==> src/rtl/lif_pkg.sv <==
// Shared constants, FSM encoding and arithmetic helpers for the time-multiplexed
// LIF neuron scheduler and its update core.
package lif_pkg;

    localparam logic [7:0] THR_INIT = 8'd100;
    localparam logic [7:0] THR_MAX  = 8'd220;
    localparam logic [7:0] THR_MIN  = 8'd8;

    localparam int DECAY_SHIFT   = 3;
    localparam int THR_INC_SHIFT = 3;
    localparam int THR_DEC_SHIFT = 4;

    typedef enum logic [1:0] {
        ST_IDLE  = 2'd0,
        ST_RUN   = 2'd1,
        ST_DRAIN = 2'd2,
        ST_DONE  = 2'd3
    } fsm_t;

    // 8-bit unsigned add clamped at 255.
    function automatic logic [7:0] sat_add8(input logic [7:0] a, input logic [7:0] b);
        logic [8:0] sum;
        sum = {1'b0, a} + {1'b0, b};
        return sum[8] ? 8'hFF : sum[7:0];
    endfunction

endpackage

==> src/rtl/lif_tdm_scheduler_core.sv <==
// Combinational LIF update for one neuron: spike test on the pre-update state,
// leaky integration with saturation, and optional threshold adaptation.
module lif_update_core
    import lif_pkg::*;
(
    input  logic [7:0] state_i,
    input  logic [7:0] thr_i,
    input  logic [7:0] cur_i,
    input  logic       learnable_i,
    output logic       spike_o,
    output logic [7:0] next_state_o,
    output logic [7:0] next_thr_o
);

    logic [9:0] acc_s;

    // Spike decision and next-state/threshold selection.
    always_comb begin
        acc_s        = {2'b00, cur_i} + {2'b00, state_i} - {2'b00, (state_i >> DECAY_SHIFT)};
        spike_o      = (state_i >= thr_i);
        next_state_o = state_i;
        next_thr_o   = thr_i;
        if (spike_o) begin
            next_state_o = 8'd0;
            // Below THR_MAX the increment cannot overflow 8 bits.
            if (learnable_i && (thr_i < THR_MAX)) begin
                next_thr_o = thr_i + (thr_i >> THR_INC_SHIFT);
            end else begin
                next_thr_o = thr_i;
            end
        end else begin
            next_state_o = (acc_s > 10'd255) ? 8'hFF : acc_s[7:0];
            if (learnable_i && (thr_i > THR_MIN)) begin
                next_thr_o = thr_i - (thr_i >> THR_DEC_SHIFT);
            end else begin
                next_thr_o = thr_i;
            end
        end
    end

endmodule

==> src/rtl/lif_tdm_scheduler.sv <==
// Sweeps N_NEURONS virtual LIF neurons through one shared update core per time
// step and emits one address-event per spike over a single-entry valid/ready slot.
module lif_tdm_scheduler
    import lif_pkg::*;
#(
    parameter int N_NEURONS = 8,
    parameter int IDX_W     = $clog2(N_NEURONS)
) (
    input  logic             clk,
    input  logic             rst_n,
    input  logic             learnable_threshold,
    input  logic             step_start,
    output logic             busy,
    output logic             step_done,
    input  logic             cur_we,
    input  logic [IDX_W-1:0] cur_addr,
    input  logic [7:0]       cur_data,
    output logic             ev_valid,
    input  logic             ev_ready,
    output logic [IDX_W-1:0] ev_addr,
    output logic [7:0]       spike_count
);

    fsm_t             fsm_q, fsm_d;
    logic [IDX_W-1:0] idx_q, idx_d;
    logic [7:0]       run_cnt_q, run_cnt_d;
    logic [7:0]       spike_count_q, spike_count_d;
    logic             ev_valid_q, ev_valid_d;
    logic [IDX_W-1:0] ev_addr_q, ev_addr_d;
    logic             busy_q;
    logic             step_done_q;

    logic [7:0] mem_state_q [N_NEURONS];
    logic [7:0] thr_q       [N_NEURONS];
    logic [7:0] cur_q       [N_NEURONS];

    logic       spike_s;
    logic [7:0] core_state_s;
    logic [7:0] core_thr_s;
    logic       slot_free_s;
    logic       proc_s;
    logic       last_s;
    logic       cur_accept_s;
    logic [7:0] cur_sum_s;

    lif_update_core u_core (
        .state_i      (mem_state_q[idx_q]),
        .thr_i        (thr_q[idx_q]),
        .cur_i        (cur_q[idx_q]),
        .learnable_i  (learnable_threshold),
        .spike_o      (spike_s),
        .next_state_o (core_state_s),
        .next_thr_o   (core_thr_s)
    );

    // A spiking neuron needs the event slot; a non-spiking one always proceeds.
    always_comb begin
        slot_free_s  = (!ev_valid_q) || ev_ready;
        proc_s       = (fsm_q == ST_RUN) && ((!spike_s) || slot_free_s);
        last_s       = (idx_q == IDX_W'(N_NEURONS - 1));
        cur_accept_s = cur_we && (!busy_q) && (int'(cur_addr) < N_NEURONS);
        cur_sum_s    = sat_add8(cur_q[cur_addr], cur_data);
    end

    // Sweep FSM next-state, neuron index and running spike count.
    always_comb begin
        fsm_d         = fsm_q;
        idx_d         = idx_q;
        run_cnt_d     = run_cnt_q;
        spike_count_d = spike_count_q;
        case (fsm_q)
            ST_IDLE: begin
                if (step_start) begin
                    fsm_d     = ST_RUN;
                    idx_d     = {IDX_W{1'b0}};
                    run_cnt_d = 8'd0;
                end else begin
                    fsm_d = ST_IDLE;
                end
            end
            ST_RUN: begin
                if (proc_s) begin
                    if (spike_s && (run_cnt_q != 8'hFF)) begin
                        run_cnt_d = run_cnt_q + 8'd1;
                    end else begin
                        run_cnt_d = run_cnt_q;
                    end
                    if (last_s) begin
                        fsm_d = ST_DRAIN;
                    end else begin
                        idx_d = idx_q + IDX_W'(1);
                    end
                end else begin
                    fsm_d = ST_RUN;
                end
            end
            ST_DRAIN: begin
                if (slot_free_s) begin
                    fsm_d = ST_DONE;
                end else begin
                    fsm_d = ST_DRAIN;
                end
            end
            ST_DONE: begin
                fsm_d         = ST_IDLE;
                spike_count_d = run_cnt_q;
            end
            default: begin
                fsm_d = ST_IDLE;
            end
        endcase
    end

    // Event slot: cleared by a handshake, reloaded in the same cycle by a processed spike.
    always_comb begin
        ev_valid_d = ev_valid_q;
        ev_addr_d  = ev_addr_q;
        if (ev_valid_q && ev_ready) begin
            ev_valid_d = 1'b0;
        end else begin
            ev_valid_d = ev_valid_q;
        end
        if (proc_s && spike_s) begin
            ev_valid_d = 1'b1;
            ev_addr_d  = idx_q;
        end else begin
            ev_addr_d = ev_addr_q;
        end
    end

    // Control and output registers; busy/step_done follow the registered state.
    always_ff @(posedge clk) begin
        if (!rst_n) begin
            fsm_q         <= ST_IDLE;
            idx_q         <= {IDX_W{1'b0}};
            run_cnt_q     <= 8'd0;
            spike_count_q <= 8'd0;
            ev_valid_q    <= 1'b0;
            ev_addr_q     <= {IDX_W{1'b0}};
            busy_q        <= 1'b0;
            step_done_q   <= 1'b0;
        end else begin
            fsm_q         <= fsm_d;
            idx_q         <= idx_d;
            run_cnt_q     <= run_cnt_d;
            spike_count_q <= spike_count_d;
            ev_valid_q    <= ev_valid_d;
            ev_addr_q     <= ev_addr_d;
            busy_q        <= (fsm_d != ST_IDLE);
            step_done_q   <= (fsm_d == ST_DONE);
        end
    end

    // Per-neuron storage; writes happen only in IDLE, so they never race the sweep.
    always_ff @(posedge clk) begin
        if (!rst_n) begin
            for (int i = 0; i < N_NEURONS; i++) begin
                mem_state_q[i] <= 8'd0;
                thr_q[i]       <= THR_INIT;
                cur_q[i]       <= 8'd0;
            end
        end else begin
            if (proc_s) begin
                mem_state_q[idx_q] <= core_state_s;
                thr_q[idx_q]       <= core_thr_s;
                cur_q[idx_q]       <= 8'd0;
            end else if (cur_accept_s) begin
                cur_q[cur_addr] <= cur_sum_s;
            end
        end
    end

    assign busy        = busy_q;
    assign step_done   = step_done_q;
    assign ev_valid    = ev_valid_q;
    assign ev_addr     = ev_addr_q;
    assign spike_count = spike_count_q;

endmodule

==> config.mk <==
export PLATFORM = sky130hd
export DESIGN_NAME = lif_tdm_scheduler
export DESIGN_NICKNAME = d
export VERILOG_FILES = /design/src/rtl/lif_pkg.sv /design/src/rtl/lif_tdm_scheduler_core.sv /design/src/rtl/lif_tdm_scheduler.sv
export SDC_FILE = /design/constraint.sdc
export NUM_CORES = 1
export LEC_CHECK = 0
export BUFFER_PORTS_ARGS = -buffer_cell sky130_fd_sc_hd__buf_2
export CORE_MARGIN = 3
export CORE_UTILIZATION = 50
export CTS_CLUSTER_DIAMETER = 40
export DETAILED_ROUTE_END_ITERATION = 10
export PLACE_DENSITY = 0.77
export SYNTH_ARGS = -nofsm -noshare
export SYNTH_HDL_FRONTEND = slang
export SYNTH_SLANG_ARGS = --single-unit
==> constraint.sdc <==
create_clock -name clk -period 11.7 [get_ports clk]
set_clock_uncertainty 0.2 [all_clocks]
set_input_delay 0 -clock clk [delete_from_list [all_inputs] [get_ports clk]]
set_output_delay 0 -clock clk [all_outputs]
set_load 0.005 [all_outputs]
==> results.ini <==
[clocking]
tritoncts = yes
cts_buffers = 29
cts_clk_pin_slew_worst_paths_ns = 0.06
post_cts.repair.setup_buffers = 0
worstSkewPairLatency_ns = 0.55
clock_path_buffers = 3
ctsRootBufferMaster = sky130_fd_sc_hd__clkbuf_16
clock_sink_count = 222
h-tree-depth = 1

[synthesis]
synth_enable_flop_cells = 192
netlist_area_sq_um = 12300
synthTopCellsByArea = sky130_fd_sc_hd__edfxtp_1 47%, sky130_fd_sc_hd__mux4_2 10%, sky130_fd_sc_hd__nor2_1 6.1%
synth.top_cells.by_count = 201 x sky130_fd_sc_hd__nor2_1, 192 x sky130_fd_sc_hd__edfxtp_1, 76 x sky130_fd_sc_hd__nand2_1
yosys_register_bits = 222
syn-instance-count = 1035
synth_seq_area_share_pct = 51.8
yosysTopAreaCell = sky130_fd_sc_hd__edfxtp_1
synth-adder-area-share_pct = 4.99
synth_simple_gate_area_share_pct = 16.0
post_synth_mux_area_share_pct = 15.1
postSynth.topFlopCell = sky130_fd_sc_hd__edfxtp_1
yosys.cell_count.top_type = sky130_fd_sc_hd__nor2_1
synth_compound_gate_area_share_pct = 8.39
syn_area_per_cell_sq_um = 11.9
synthesis.nets = 1098
synth_top_area_share_pct = 46.9
synth_top_family_by_area = simple AND/OR/NAND/NOR gates
ys_async_sr_fraction_pct = 0
yosys.area_share.xor_xnor_pct = 1.57
ys_warn_count = 0
synth.distinct_cells = 77

[power]
vdd_ir_drop_max_mv = 0.143
intPower_mw = 1.59
power.clock.fraction_pct = 37.3
pwr-share-comb_pct = 23.5
switching_power_total_mw = 0.721
power.density_nw_per_um2 = 168
power.leakage_nw = 4.85
sequentialPowerShare_pct = 39.2
totalPowerFinal_mw = 2.31
power.switching_fraction_pct = 31.1

[sta]
worst_pin_slew_ns = 1.08
maximum_clock_frequency_mhz = 184
finalHoldViolations = 0
min_period_over_period_pct = 46.5
final.setup.tns_ns = 0
finalSetupViolations = 0
drv_slew = 0
layout_setup_ws_ns = 6.25
setup_repair_after_global_routing_missed_its_margin = false
worst_relative_slew_slack_pct = 28.2
final.min_clock_period_ns = 5.45
fin_worst_hold_slack_ns = 0.0206

[floorplanning]
die-area_sq_um = 26500
chipWidth_um = 163
core_area_sq_um = 23800
die_h_um = 163
core.rowCount = 56
floorplan.io_pins = 31
starting_density_of_the_core_pct = 51.6

[cells_and_area]
final_non_filler_cells = 1417
fin_util_pct = 57.8
ff_latch_area_sq_um = 6370
fraction_of_final_layout_cells_with_drive_strength_greater_than_1_pct = 16.8
number_of_antenna_cells_inserted = 0
syn_to_final_growth_pct = 12.0
layout.filler_cells = 1928
finalInstanceArea_sq_um = 13800
multi_input_comb_area_sq_um = 5660
nets = 1138

[placed_design]
detailed_place.area_sq_um = 12700
io_buffers = 30
dp_hpwl_um = 21600
place.gp.congestion = 0.911
preCtsSetupSlack_ns = 6.25
place_inst = 1353

[critical_path]
cpLargestDelayFamily = simple AND/OR/NAND/NOR gates
r2r-end = cur_q[4][0]
cpMostUsedCell = sky130_fd_sc_hd__a21oi_1
cpPeakStageDelay_ns = 0.91
timing.setup.critical_path_class = reg -> reg
cp.arrival_ns = 5.45
reg2regPathDepth = 12
endpoint_kind = flop
critPathBufInv = 2
critical_path.slowest_cell = sky130_fd_sc_hd__nor3b_1
critical_path_required_ns = 11.70
critPathLaunchType = flop
timing.critical_path.cells = buf_4 -> mux4_2 -> mux2i_1 -> inv_1 -> ha_1 -> nand4_1 -> nor2_1 -> a211o_1 -> a21oi_1 -> nor3b_1 -> a21oi_1 -> nand2_1
cp_max_fo = 42
timing.reg2reg.setup_slack_ns = 6.25

[hold_path]
min_delay_worst_endpoint = cur_q[3][7]
hold_path.startpoint = cur_data[7]
min-delay-path-class = in -> reg
timing.hold.worst_path_depth = 5

[global_routing]
grt_max_degree = 48
global_route.overflow_total = 0
grt_pass1_vias = 8996
gr-usage-all-layers_pct = 24.0
grt_first_pass_wirelength_um = 49700
antenna_found_initial = 0

[drt]
detail_route.iter0.violations = 1011
final_antenna_net_count = 0
first_pass_iters = 5
final_routed_wire_length_divided_by_cell_count_um = 22.4
dr_total_vias = 8949
routed_via_density = 6.32
route.final.wire_length_um = 31700
route.detailed.drc = 0

[status]
status = completed

[run]
drv_cap = 0

-- cells by family after synthesis --
logic type | Yosys count
xor+xnor | 22
compound gates | 143
fa+ha+maj | 46
buf+inv | 66
flops | 222
mux | 107
simple gates | 429
-- cell usage in the layout (no fill, tap or decap), drive strengths merged, types with 6 or more instances in the layout --
cell and n:
nand4 6, ha 41, a211oi 10, nand3 47, nor2b 20, clkbuf 39, nor3 24, xor2 10
a21o 8, a21boi 12, o21ai 32, and2 6, edfxtp 192, nand2b 8, nor3b 8, nand2 76
or3 8, a21oi 35, nor2 201, buf 35, mux2i 33, mux2 17, mux4 57, xnor2 12
dlygate4sd3 10, inv 39, dfxtp 30, o21a 7
-- registers in the layout (all words and copies together) (netlist names), named ones only --
name	count
run_cnt_q	8
idx_q	3
fsm_q	2
thr_q	64
busy	1
mem_state_q	64
ev_valid	1
ev_addr	3
spike_count	8
cur_q	64
step_done	1
-- metal layers --
metal / routed length [um] / vias to the layer above / global-route usage, %
met5: 0 / - / 0
met4: 816 / 0 / 6.84
met3: 3260 / 82 / 4.65
met2: 15600 / 544 / 40.9
met1: 12000 / 4358 / 31.5
li1: - / 3965 / -
-- area by class of cell --
class	count	share of cell area, %
clock buffers	39	5.77
clock inverters	15	1.06
inverters	30	0.818
multi-input cells	747	41.1
flip-flops and latches	222	46.2
well taps	319	2.90
repair buffers	45	2.09
-- worst max path at each step --
stage / cells after the start / slack [ns] / end
after global placement: 16 / 6.35 / mem_state_q[4][5]
after global routing: 12 / 5.86 / cur_q[4][0]
after floorplan: 17 / 6.86 / mem_state_q[0][5]
after CTS: 16 / 6.23 / mem_state_q[7][5]
after detailed placement: 16 / 6.25 / mem_state_q[7][5]
final: 12 / 6.25 / cur_q[4][0]
-- worst min-delay path, cell delays in order --
cell                     delay, ns
sky130_fd_sc_hd__buf_2        0.09
sky130_fd_sc_hd__ha_1         0.16
sky130_fd_sc_hd__nor2_1       0.06
sky130_fd_sc_hd__o31a_1       0.22
sky130_fd_sc_hd__nor2_1       0.12
-- timing repair --
item | in CTS | in global routing
hold endpoints to repair | 41 | 0
hold buffers | 10 | 0
resized for setup | 0 | 0
-- power by group through the flow --
stage	registers, mW	clock network (mW)	logic, mW
6_report	0.908	0.864	0.543
5_1_grt	0.910	0.906	0.586
4_1_cts	0.907	0.867	0.536
3_5_place_dp	0.923	0	0.527
3_3_place_gp	0.922	0	0.518
2_1_floorplan	0.914	0	0.402
(Power assumes the default switching activity.)
